==> config.mk <==
export PLATFORM = sky130hd
export DESIGN_NAME = uart_line_echo
export DESIGN_NICKNAME = d
export VERILOG_FILES = /design/src/rtl/uart_line_echo.sv
export SDC_FILE = /design/constraint.sdc
export NUM_CORES = 1
export LEC_CHECK = 0
export BUFFER_PORTS_ARGS = -buffer_cell sky130_fd_sc_hd__buf_2
export CAP_MARGIN = 10
export CORE_ASPECT_RATIO = 0.6
export CORE_MARGIN = 1
export CORE_UTILIZATION = 55
export CTS_CLUSTER_SIZE = 30
export DETAILED_ROUTE_END_ITERATION = 10
export PLACE_DENSITY = 0.77
export SLEW_MARGIN = 20
export SYNTH_ARGS = -nofsm -noshare
export SYNTH_HDL_FRONTEND = slang
export SYNTH_SLANG_ARGS = --single-unit
==> constraint.sdc <==
create_clock -name clk -period 7.1 [get_ports clk]
set_input_delay 0.355 -clock clk [delete_from_list [all_inputs] [get_ports clk]]
set_output_delay 0.355 -clock clk [all_outputs]
set_load 0.03 [all_outputs]
==> src/rtl/uart_line_echo.sv <==
// Line-assembly and echo stage between UART RX and TX: buffers printable bytes with
// backspace editing and, on CR, replays the line followed by CR LF over a valid/ready stream.
module uart_line_echo #(
  parameter int LINE_LENGTH = 32
) (
  input  logic       clk,
  input  logic       rst,
  input  logic [7:0] rx_data,
  input  logic       rx_valid,
  output logic [7:0] tx_data,
  output logic       tx_valid,
  input  logic       tx_ready,
  output logic [7:0] line_len,
  output logic       dropped,
  output logic       line_done
);

  localparam int         AW      = (LINE_LENGTH > 1) ? $clog2(LINE_LENGTH) : 1;
  localparam logic [7:0] MAX_LEN = 8'(LINE_LENGTH);
  localparam logic [7:0] CHR_CR  = 8'h0D;
  localparam logic [7:0] CHR_LF  = 8'h0A;
  localparam logic [7:0] CHR_BS  = 8'h08;
  localparam logic [7:0] CHR_DEL = 8'h7F;

  typedef enum logic [1:0] {
    COLLECT,
    EMIT,
    EMIT_CR,
    EMIT_LF
  } state_t;

  state_t     state, state_nxt;
  logic [7:0] count, count_nxt;
  logic [7:0] index, index_nxt, index_inc;
  logic [7:0] tx_data_nxt;
  logic       tx_valid_nxt;
  logic       dropped_nxt;
  logic       line_done_nxt;
  logic       wr_en;
  logic       xfer;

  logic [7:0] line_buf [LINE_LENGTH];

  assign xfer      = tx_valid & tx_ready;
  assign index_inc = index + 8'd1;
  assign line_len  = count;

  always_comb begin
    state_nxt     = state;
    count_nxt     = count;
    index_nxt     = index;
    tx_data_nxt   = tx_data;
    tx_valid_nxt  = tx_valid;
    dropped_nxt   = 1'b0;
    line_done_nxt = 1'b0;
    wr_en         = 1'b0;

    case (state)
      COLLECT: begin
        if (rx_valid) begin
          case (rx_data)
            CHR_CR: begin
              tx_valid_nxt = 1'b1;
              if (count != 8'd0) begin
                state_nxt   = EMIT;
                index_nxt   = 8'd0;
                tx_data_nxt = line_buf[0];
              end else begin
                state_nxt   = EMIT_CR;
                tx_data_nxt = CHR_CR;
              end
            end
            CHR_LF: ;
            CHR_BS, CHR_DEL: begin
              if (count != 8'd0) count_nxt = count - 8'd1;
            end
            default: begin
              if (count < MAX_LEN) begin
                wr_en     = 1'b1;
                count_nxt = count + 8'd1;
              end else begin
                dropped_nxt = 1'b1;
              end
            end
          endcase
        end
      end

      EMIT: begin
        dropped_nxt = rx_valid;
        if (xfer) begin
          // count is at least 1 here, so count-1 cannot wrap
          if (index < count - 8'd1) begin
            index_nxt   = index_inc;
            tx_data_nxt = line_buf[index_inc[AW-1:0]];
          end else begin
            state_nxt   = EMIT_CR;
            tx_data_nxt = CHR_CR;
          end
        end
      end

      EMIT_CR: begin
        dropped_nxt = rx_valid;
        if (xfer) begin
          state_nxt   = EMIT_LF;
          tx_data_nxt = CHR_LF;
        end
      end

      EMIT_LF: begin
        dropped_nxt = rx_valid;
        if (xfer) begin
          state_nxt     = COLLECT;
          tx_valid_nxt  = 1'b0;
          tx_data_nxt   = 8'h00;
          count_nxt     = 8'd0;
          index_nxt     = 8'd0;
          line_done_nxt = 1'b1;
        end
      end

      default: state_nxt = COLLECT;
    endcase
  end

  always_ff @(posedge clk) begin
    if (rst) begin
      state     <= COLLECT;
      count     <= 8'd0;
      index     <= 8'd0;
      tx_data   <= 8'h00;
      tx_valid  <= 1'b0;
      dropped   <= 1'b0;
      line_done <= 1'b0;
    end else begin
      state     <= state_nxt;
      count     <= count_nxt;
      index     <= index_nxt;
      tx_data   <= tx_data_nxt;
      tx_valid  <= tx_valid_nxt;
      dropped   <= dropped_nxt;
      line_done <= line_done_nxt;
    end
  end

  // Buffer contents are don't-care after reset, so storage carries no reset
  always_ff @(posedge clk) begin
    if (wr_en && !rst) line_buf[count[AW-1:0]] <= rx_data;
  end

endmodule

==> results of run 1 <==
## path summary, 6_finish.rpt
kind                      to  slack [ps]  cells after the start
setup / recovery    index[7]        3320                     13
hold / removal       dropped         150                      3
setup reg to reg    index[7]        3320                     13
hold reg to reg   tx_data[0]         530                      2
## layout make-up
cell class | count | area [µm²] | share of cell area
flip-flops and latches | 285 | 8270 | 0.622
repair buffers | 34 | 180 | 0.0136
well taps | 279 | 349 | 0.0263
clock buffers | 30 | 644 | 0.0485
clock inverters | 15 | 154 | 0.0116
inverters | 13 | 48.8 | 0.00367
multi-input cells | 454 | 3640 | 0.274
## worst register-to-register path, stage by stage, from the launching register on
cell and delay (ps):
dfxtp_1 440, inv_1 220, ha_1 250, or3b_2 500, nor3_1 200, xnor2_1 200
ha_1 280, nand2_1 80, a2111oi_1 60, or4b_4 580, a21o_4 280, nor4_4 320
xnor2_1 160, nor2_1 70
## where the power goes
group	total, mW	leakage (nW)	switching [mW]	internal, mW
combinational	0.107	1.36	0.0779	0.0287
clock	1.35	0.378	0.590	0.757
sequential	1.84	2.54	0.00710	1.83
## metal layers
metal	part of all wire	up-vias
li1	-	3130
met3	0.11	47
met1	0.44	3664
met2	0.44	432
met5	0	-
met4	0.013	0
## per-stage QoR
step           setup slack, ps  utilization
2_1_floorplan             3690            -
3_3_place_gp              3590        0.587
3_5_place_dp              3370        0.587
4_1_cts                   3400        0.624
5_1_grt                   3200        0.624
6_report                  3320        0.624
## synth_stat cells, types with 3 or more instances
library cell	number	area (µm²)
a31o_2	3	26.3
o21ai_0	13	65.1
nor3b_1	3	22.5
o32ai_1	4	35.0
buf_2	15	75.1
nand3_1	42	210
clkbuf_1	19	71.3
a21oi_1	22	110
nand2_1	101	379
mux4_2	56	1260
xnor2_1	10	87.6
nor2_1	58	218
mux2i_1	14	140
a32oi_1	5	43.8
nor4_1	4	25.0
or3_1	4	25.0
o22ai_1	3	18.8
a31oi_1	9	56.3
nand4_1	6	37.5
a211oi_1	4	30.0
edfxtp_1	256	7690
nor3_1	11	55.1
inv_1	13	48.8
and2_1	3	18.8
nand2b_1	5	31.3
xor2_1	3	26.3
dfxtp_1	29	581
nand3b_1	7	52.6
ha_1	18	225
and3_1	11	68.8
## state kept, by name, indices dropped and copies added (netlist names)
register / cells
line_len: 8
tx_data: 8
state: 2
line_done: 1
line_buf: 256
index: 8
dropped: 1
tx_valid: 1
## cells by family (layout without fill, tap and decap cells)
logic type               after synthesis  count (layout)
AND/OR/NAND/NOR                      265             265
flip-flops                           285             285
adder cells (fa/ha/maj)               18              18
multiplexers                          72              72
AO/OA/AOI/OAI                         84              84
buffers and inverters                 50              92
XOR/XNOR                              15              15
==> impl_metrics.prom, run 1 <==
# TYPE chip_impl_metric gauge
chip_impl_metric{name="globalRouteMet2Util",unit=""} 0.385
chip_impl_info{name="most_common_cell_after_layout_fill_and_taps_aside",value="edfxtp_1"} 1
chip_impl_metric{name="place_inst",unit=""} 1065
chip_impl_metric{name="final_hold_viol_count",unit=""} 0
chip_impl_info{name="dominant_combinational_cell_family_by_area_after_synthesis",value="multiplexers"} 1
chip_impl_metric{name="layout.nets",unit=""} 843
chip_impl_metric{name="synth_enable_flop_cells",unit=""} 256
chip_impl_metric{name="max_freq",unit="GHz"} 0.264
chip_impl_metric{name="total_negative_setup_slacks",unit="ps"} 0
chip_impl_metric{name="routabilityCongestion",unit=""} 0.930
chip_impl_metric{name="clock-sinks",unit=""} 285
chip_impl_info{name="clock_tree.root_cell",value="clkbuf_16"} 1
chip_impl_metric{name="synth.yosys.seq_area_share",unit=""} 0.683
chip_impl_metric{name="worstMarginPinSlew",unit="ps"} 1040
chip_impl_info{name="clock_tree_from_tritoncts",value="done"} 1
chip_impl_metric{name="wirelength",unit="µm"} 28700
chip_impl_metric{name="clk-insertion-delay-late",unit="ps"} 520
chip_impl_metric{name="holdWs",unit="ps"} 150
chip_impl_metric{name="asyncSetResetFlopFracSynth",unit=""} 0
chip_impl_metric{name="worst_ep_arrival_time",unit="ps"} 4170
chip_impl_metric{name="routed-via-count",unit=""} 7273
chip_impl_info{name="critical_path.endpoint_type",value="flip-flop"} 1
chip_impl_metric{name="cp.required",unit="ps"} 7490
chip_impl_metric{name="post_synth_mux_area_share",unit=""} 0.118
chip_impl_info{name="cp-start-kind",value="flip-flop"} 1
chip_impl_metric{name="routed_wire_length_per_instance",unit="µm"} 25.9
chip_impl_metric{name="dieArea",unit="mm²"} 0.0226
chip_impl_metric{name="cell_row_count",unit=""} 41
chip_impl_metric{name="start_util",unit=""} 0.569
chip_impl_metric{name="critical_path_peak_fanout",unit=""} 10
chip_impl_metric{name="drtPass1Iterations",unit=""} 10
chip_impl_info{name="critPathSlowestCell",value="or4b_4"} 1
chip_impl_info{name="crit_path_cell_trace",value="inv_1 -> ha_1 -> or3b_2 -> nor3_1 -> xnor2_1 -> ha_1 -> nand2_1 -> a2111oi_1 -> or4b_4 -> a21o_4 -> nor4_4 -> xnor2_1 -> nor2_1"} 1
chip_impl_metric{name="post-dp-hpwl",unit="µm"} 18800
chip_impl_info{name="synth_flop_cell",value="edfxtp_1"} 1
chip_impl_info{name="timing.rr.start",value="line_len[0]"} 1
chip_impl_metric{name="core_area",unit="mm²"} 0.0213
chip_impl_metric{name="fin_worst_skew",unit="ps"} 16.1
chip_impl_metric{name="die_y",unit="µm"} 117
chip_impl_metric{name="final_min_period_over_clock_period",unit=""} 0.533
chip_impl_metric{name="finish.instance_area",unit="mm²"} 0.0133
chip_impl_metric{name="holdBufCountCts",unit=""} 0
chip_impl_metric{name="cts.reportedPaths.clkPinSlew",unit="ps"} 70
chip_impl_metric{name="io-pin-count",unit=""} 31
chip_impl_info{name="min_path_type",value="in -> reg"} 1
chip_impl_metric{name="synth-simple-area-share",unit=""} 0.103
chip_impl_metric{name="peak_supply_drop",unit="µV"} 242
chip_impl_metric{name="grt_util_met1",unit=""} 0.402
chip_impl_metric{name="post_drt_via_cell_ratio",unit=""} 6.55
chip_impl_metric{name="grt_usage",unit=""} 0.256
chip_impl_metric{name="ctsLongestPathBuffers",unit=""} 3
chip_impl_info{name="hold_path.startpoint",value="rx_valid"} 1
chip_impl_metric{name="synthXorXnorAreaFrac",unit=""} 0.0121
chip_impl_metric{name="global_route.overflow_total",unit=""} 0
chip_impl_metric{name="port_buffers",unit=""} 30
chip_impl_metric{name="grt_pass1_vias",unit=""} 6751
chip_impl_metric{name="worst_slew_margin_relative_to_its_limit",unit=""} 0.305
chip_impl_metric{name="yosys.cell_types.count",unit=""} 58
chip_impl_metric{name="first_iter_violations",unit=""} 1048
chip_impl_metric{name="wire_length_of_the_first_global_routing_pass",unit="µm"} 42500
chip_impl_metric{name="period_needed",unit="ps"} 3780
chip_impl_metric{name="synthesis.area",unit="mm²"} 0.0121
chip_impl_metric{name="ys.warnings.count",unit=""} 0
chip_impl_info{name="setup_crit_start",value="line_len[0]"} 1
chip_impl_metric{name="leakage_power_total",unit="nW"} 4.27
chip_impl_metric{name="die-width",unit="µm"} 194
chip_impl_metric{name="finalSetupViolCount",unit=""} 0
chip_impl_info{name="violated_checks",value="DRC"} 1
chip_impl_metric{name="complex_gate_fraction_of_the_synthesized_area",unit=""} 0.0489
chip_impl_metric{name="grt.met3_usage",unit=""} 0.0413
chip_impl_metric{name="area_growth_syn_to_layout",unit="%"} 9.74
chip_impl_metric{name="placement.cell_area",unit="mm²"} 0.0125
chip_impl_metric{name="layout.cells.non_filler",unit=""} 1110
chip_impl_metric{name="synth.avg_cell_area",unit="µm²"} 15.4
chip_impl_metric{name="p_per_area",unit="mW/mm²"} 248
chip_impl_metric{name="quantity_of_gates_resized_following_cts",unit=""} 0
chip_impl_info{name="critical_path_class",value="reg -> reg"} 1
chip_impl_metric{name="timing.critical_path.slowest_cell_delay",unit="ps"} 580
chip_impl_metric{name="post_synthesis_adder_cell_area_fraction",unit=""} 0.0186
chip_impl_metric{name="mappedNetlistNets",unit=""} 819
chip_impl_metric{name="postCtsSetupRepairBufs",unit=""} 0
chip_impl_info{name="path_delay_family",value="simple AND/OR/NAND/NOR gates"} 1
chip_impl_metric{name="drcViolationCount",unit=""} 2
chip_impl_metric{name="grt_max_degree",unit=""} 59
chip_impl_metric{name="timing_max_transition_violations_final",unit=""} 0
chip_impl_info{name="layout_common_cells",value="edfxtp_1 (256), nand2_1 (101), nor2_1 (58)"} 1
chip_impl_metric{name="postSynthCellCount",unit=""} 789
chip_impl_metric{name="fillers",unit=""} 1476
chip_impl_metric{name="antenna_found_initial",unit=""} 0
chip_impl_metric{name="antenna_left",unit=""} 0
chip_impl_info{name="grt_setup_unrepaired",value="no"} 1
chip_impl_info{name="status",value="finished with violations"} 1
chip_impl_metric{name="total_power",unit="mW"} 3.29
chip_impl_metric{name="cts-buffers-inserted",unit=""} 25
chip_impl_metric{name="worstPathBufferInverterCount",unit=""} 1
chip_impl_info{name="globalRoute.busiestLayer",value="met1"} 1
chip_impl_metric{name="final_layout_size_suffix_gt1_frac",unit=""} 0.171
chip_impl_metric{name="postSynthRegisterBits",unit=""} 285
chip_impl_metric{name="cts_htree_levels",unit=""} 1
chip_impl_metric{name="n_antenna_cell",unit=""} 0
chip_impl_metric{name="drv_cap",unit=""} 0
(Power assumes the default switching activity.)
==> run 2, diff against run 1 <==
clock period = 3.8 ns   (was 7.1 ns; I/O delays follow)
==> run 2 against run 1 <==
Against the previous run:
- the run now ends clean
- register-to-register slack worse by 3100 ps
- clock skew is 0.69 ps higher
- sequential power is 86% higher
- core utilization is 2.1 points higher
- sequential cell count stayed put
- final area is 3.4% higher
- clock power is 89% higher
- via count is 1.8% higher
- global-route usage is 1.3 points higher
- combinational power is 110% higher
- fmax is 4.6% higher
- critical path type unchanged
- largest cell class unchanged
- highest routed layer unchanged
==> impl_metrics.prom, run 2 (same netlist as run 1, synthesis figures left out) <==
# TYPE chip_impl_metric gauge
chip_impl_info{name="status",value="completed"} 1
chip_impl_metric{name="period_needed",unit="ps"} 3620
chip_impl_info{name="cp-start-kind",value="flip-flop"} 1
chip_impl_metric{name="grt_pass1_vias",unit=""} 7126
chip_impl_info{name="clock_tree.root_cell",value="clkbuf_16"} 1
chip_impl_metric{name="wire_length_of_the_first_global_routing_pass",unit="µm"} 44200
chip_impl_metric{name="port_buffers",unit=""} 30
chip_impl_metric{name="total_power",unit="mW"} 6.21
chip_impl_metric{name="routabilityCongestion",unit=""} 0.888
chip_impl_metric{name="die-width",unit="µm"} 194
chip_impl_info{name="min_path_type",value="in -> reg"} 1
chip_impl_metric{name="place_inst",unit=""} 1117
chip_impl_metric{name="grt_max_degree",unit=""} 65
chip_impl_metric{name="drtPass1Iterations",unit=""} 5
chip_impl_metric{name="fillers",unit=""} 1443
chip_impl_metric{name="final_hold_viol_count",unit=""} 0
chip_impl_metric{name="final_min_period_over_clock_period",unit=""} 0.952
chip_impl_metric{name="global_route.overflow_total",unit=""} 0
chip_impl_metric{name="final_layout_size_suffix_gt1_frac",unit=""} 0.223
chip_impl_metric{name="clk-insertion-delay-late",unit="ps"} 540
chip_impl_metric{name="io-pin-count",unit=""} 31
chip_impl_info{name="grt_setup_unrepaired",value="no"} 1
chip_impl_metric{name="timing_max_transition_violations_final",unit=""} 0
chip_impl_metric{name="die_y",unit="µm"} 117
chip_impl_metric{name="post-dp-hpwl",unit="µm"} 19800
chip_impl_metric{name="final.setup.worst_slack",unit="ps"} 183
chip_impl_metric{name="clock-sinks",unit=""} 285
chip_impl_metric{name="ctsLongestPathBuffers",unit=""} 3
chip_impl_info{name="critical_path.endpoint_type",value="flip-flop"} 1
chip_impl_metric{name="postLayoutCoreUtil",unit=""} 0.645
chip_impl_metric{name="layout.cells.non_filler",unit=""} 1164
chip_impl_metric{name="drcViolationCount",unit=""} 0
chip_impl_metric{name="layout.nets",unit=""} 898
chip_impl_metric{name="holdWs",unit="ps"} 27.4
chip_impl_metric{name="first_iter_violations",unit=""} 1039
chip_impl_metric{name="routed-via-count",unit=""} 7403
chip_impl_metric{name="start_util",unit=""} 0.569
chip_impl_metric{name="max_freq",unit="GHz"} 0.276
chip_impl_metric{name="cts.reportedPaths.clkPinSlew",unit="ps"} 70
chip_impl_info{name="layout_common_cells",value="edfxtp_1 (256), nand2_1 (101), nor2_1 (58)"} 1
chip_impl_metric{name="critical_path_peak_fanout",unit=""} 8
chip_impl_metric{name="fin_worst_skew",unit="ps"} 16.8
chip_impl_metric{name="postCtsSetupRepairBufs",unit=""} 0
chip_impl_metric{name="quantity_of_gates_resized_following_cts",unit=""} 0
chip_impl_metric{name="dp_slack",unit="ps"} 214
chip_impl_metric{name="worst_ep_arrival_time",unit="ps"} 4030
chip_impl_metric{name="total_negative_setup_slacks",unit="ps"} 0
chip_impl_metric{name="leakage_power_total",unit="nW"} 4.58
chip_impl_metric{name="drv_cap",unit=""} 0
chip_impl_metric{name="cts_htree_levels",unit=""} 1
chip_impl_metric{name="largest_register_ff_count",unit=""} 256
chip_impl_metric{name="area_growth_syn_to_layout",unit="%"} 13.4
chip_impl_metric{name="core_area",unit="mm²"} 0.0213
chip_impl_metric{name="peak_supply_drop",unit="µV"} 384
chip_impl_metric{name="grt_usage",unit=""} 0.270
chip_impl_metric{name="holdBufCountCts",unit=""} 3
chip_impl_metric{name="placement.cell_area",unit="mm²"} 0.0129
chip_impl_metric{name="dieArea",unit="mm²"} 0.0226
chip_impl_metric{name="n_antenna_cell",unit=""} 0
chip_impl_metric{name="antenna_left",unit=""} 0
chip_impl_metric{name="cp.required",unit="ps"} 4220
chip_impl_metric{name="cell_row_count",unit=""} 41
chip_impl_metric{name="finalSetupViolCount",unit=""} 0
chip_impl_info{name="most_common_cell_after_layout_fill_and_taps_aside",value="edfxtp_1"} 1
chip_impl_info{name="clock_tree_from_tritoncts",value="done"} 1
chip_impl_metric{name="antenna_found_initial",unit=""} 0
chip_impl_metric{name="finish.instance_area",unit="mm²"} 0.0137
chip_impl_metric{name="worstMarginPinSlew",unit="ps"} 1120
chip_impl_info{name="critical_path_class",value="reg -> reg"} 1
chip_impl_metric{name="post_drt_via_cell_ratio",unit=""} 6.36
chip_impl_metric{name="cts-buffers-inserted",unit=""} 25
chip_impl_metric{name="worst_slew_margin_relative_to_its_limit",unit=""} 0.249
chip_impl_metric{name="routed_wire_length_per_instance",unit="µm"} 25.3
chip_impl_metric{name="wirelength",unit="µm"} 29500
chip_impl_metric{name="p_per_area",unit="mW/mm²"} 452
## run 2: per-layer routing
metal  vias up  global-route usage  wire [µm]
met5         -                   0          0
met4         0              0.0629        605
met3        52              0.0705       3610
met2       413               0.394      12600
met1      3711               0.409      12600
li1       3227                   -          -
## run 2: area by class of cell
cell class,count,area [µm²],area share
Clock inverter,17,181,0.0132
Tap cell,279,349,0.0254
Inverter,13,48.8,0.00355
Clock buffer,27,633,0.0461
Sequential cell,285,8270,0.602
Timing Repair Buffer,89,613,0.0446
Multi-Input combinational cell,454,3640,0.265
## run 2: worst max-delay path, stage by stage (launching register included)
cell	delay, ps
dfxtp_1	390
inv_1	150
ha_1	220
or3b_2	510
nor3_1	200
xnor2_1	250
ha_1	310
nand2_1	80
a2111oi_1	70
or4b_4	560
a21o_4	280
nor4_4	280
xnor2_1	150
nor2_1	50
## run 2: worst paths after layout
check	start	to	slack (ps)	depth (start not counted)
worst min register to register	tx_data[3]	tx_data[3]	540	2
worst max-delay path	line_len[1]	index[7]	180	13
worst max register to register	line_len[1]	index[7]	180	13
worst min-delay path	rx_data[2]	line_buf[0][2]	30	1
## run 2: power breakdown
part / internal (mW) / leakage (nW) / switching (mW) / total, mW
Clock: 1.42 / 0.392 / 1.13 / 2.55
Sequential: 3.42 / 2.54 / 0.00837 / 3.43
Combinational: 0.0641 / 1.65 / 0.160 / 0.224
Total: 4.90 / 4.58 / 1.30 / 6.21
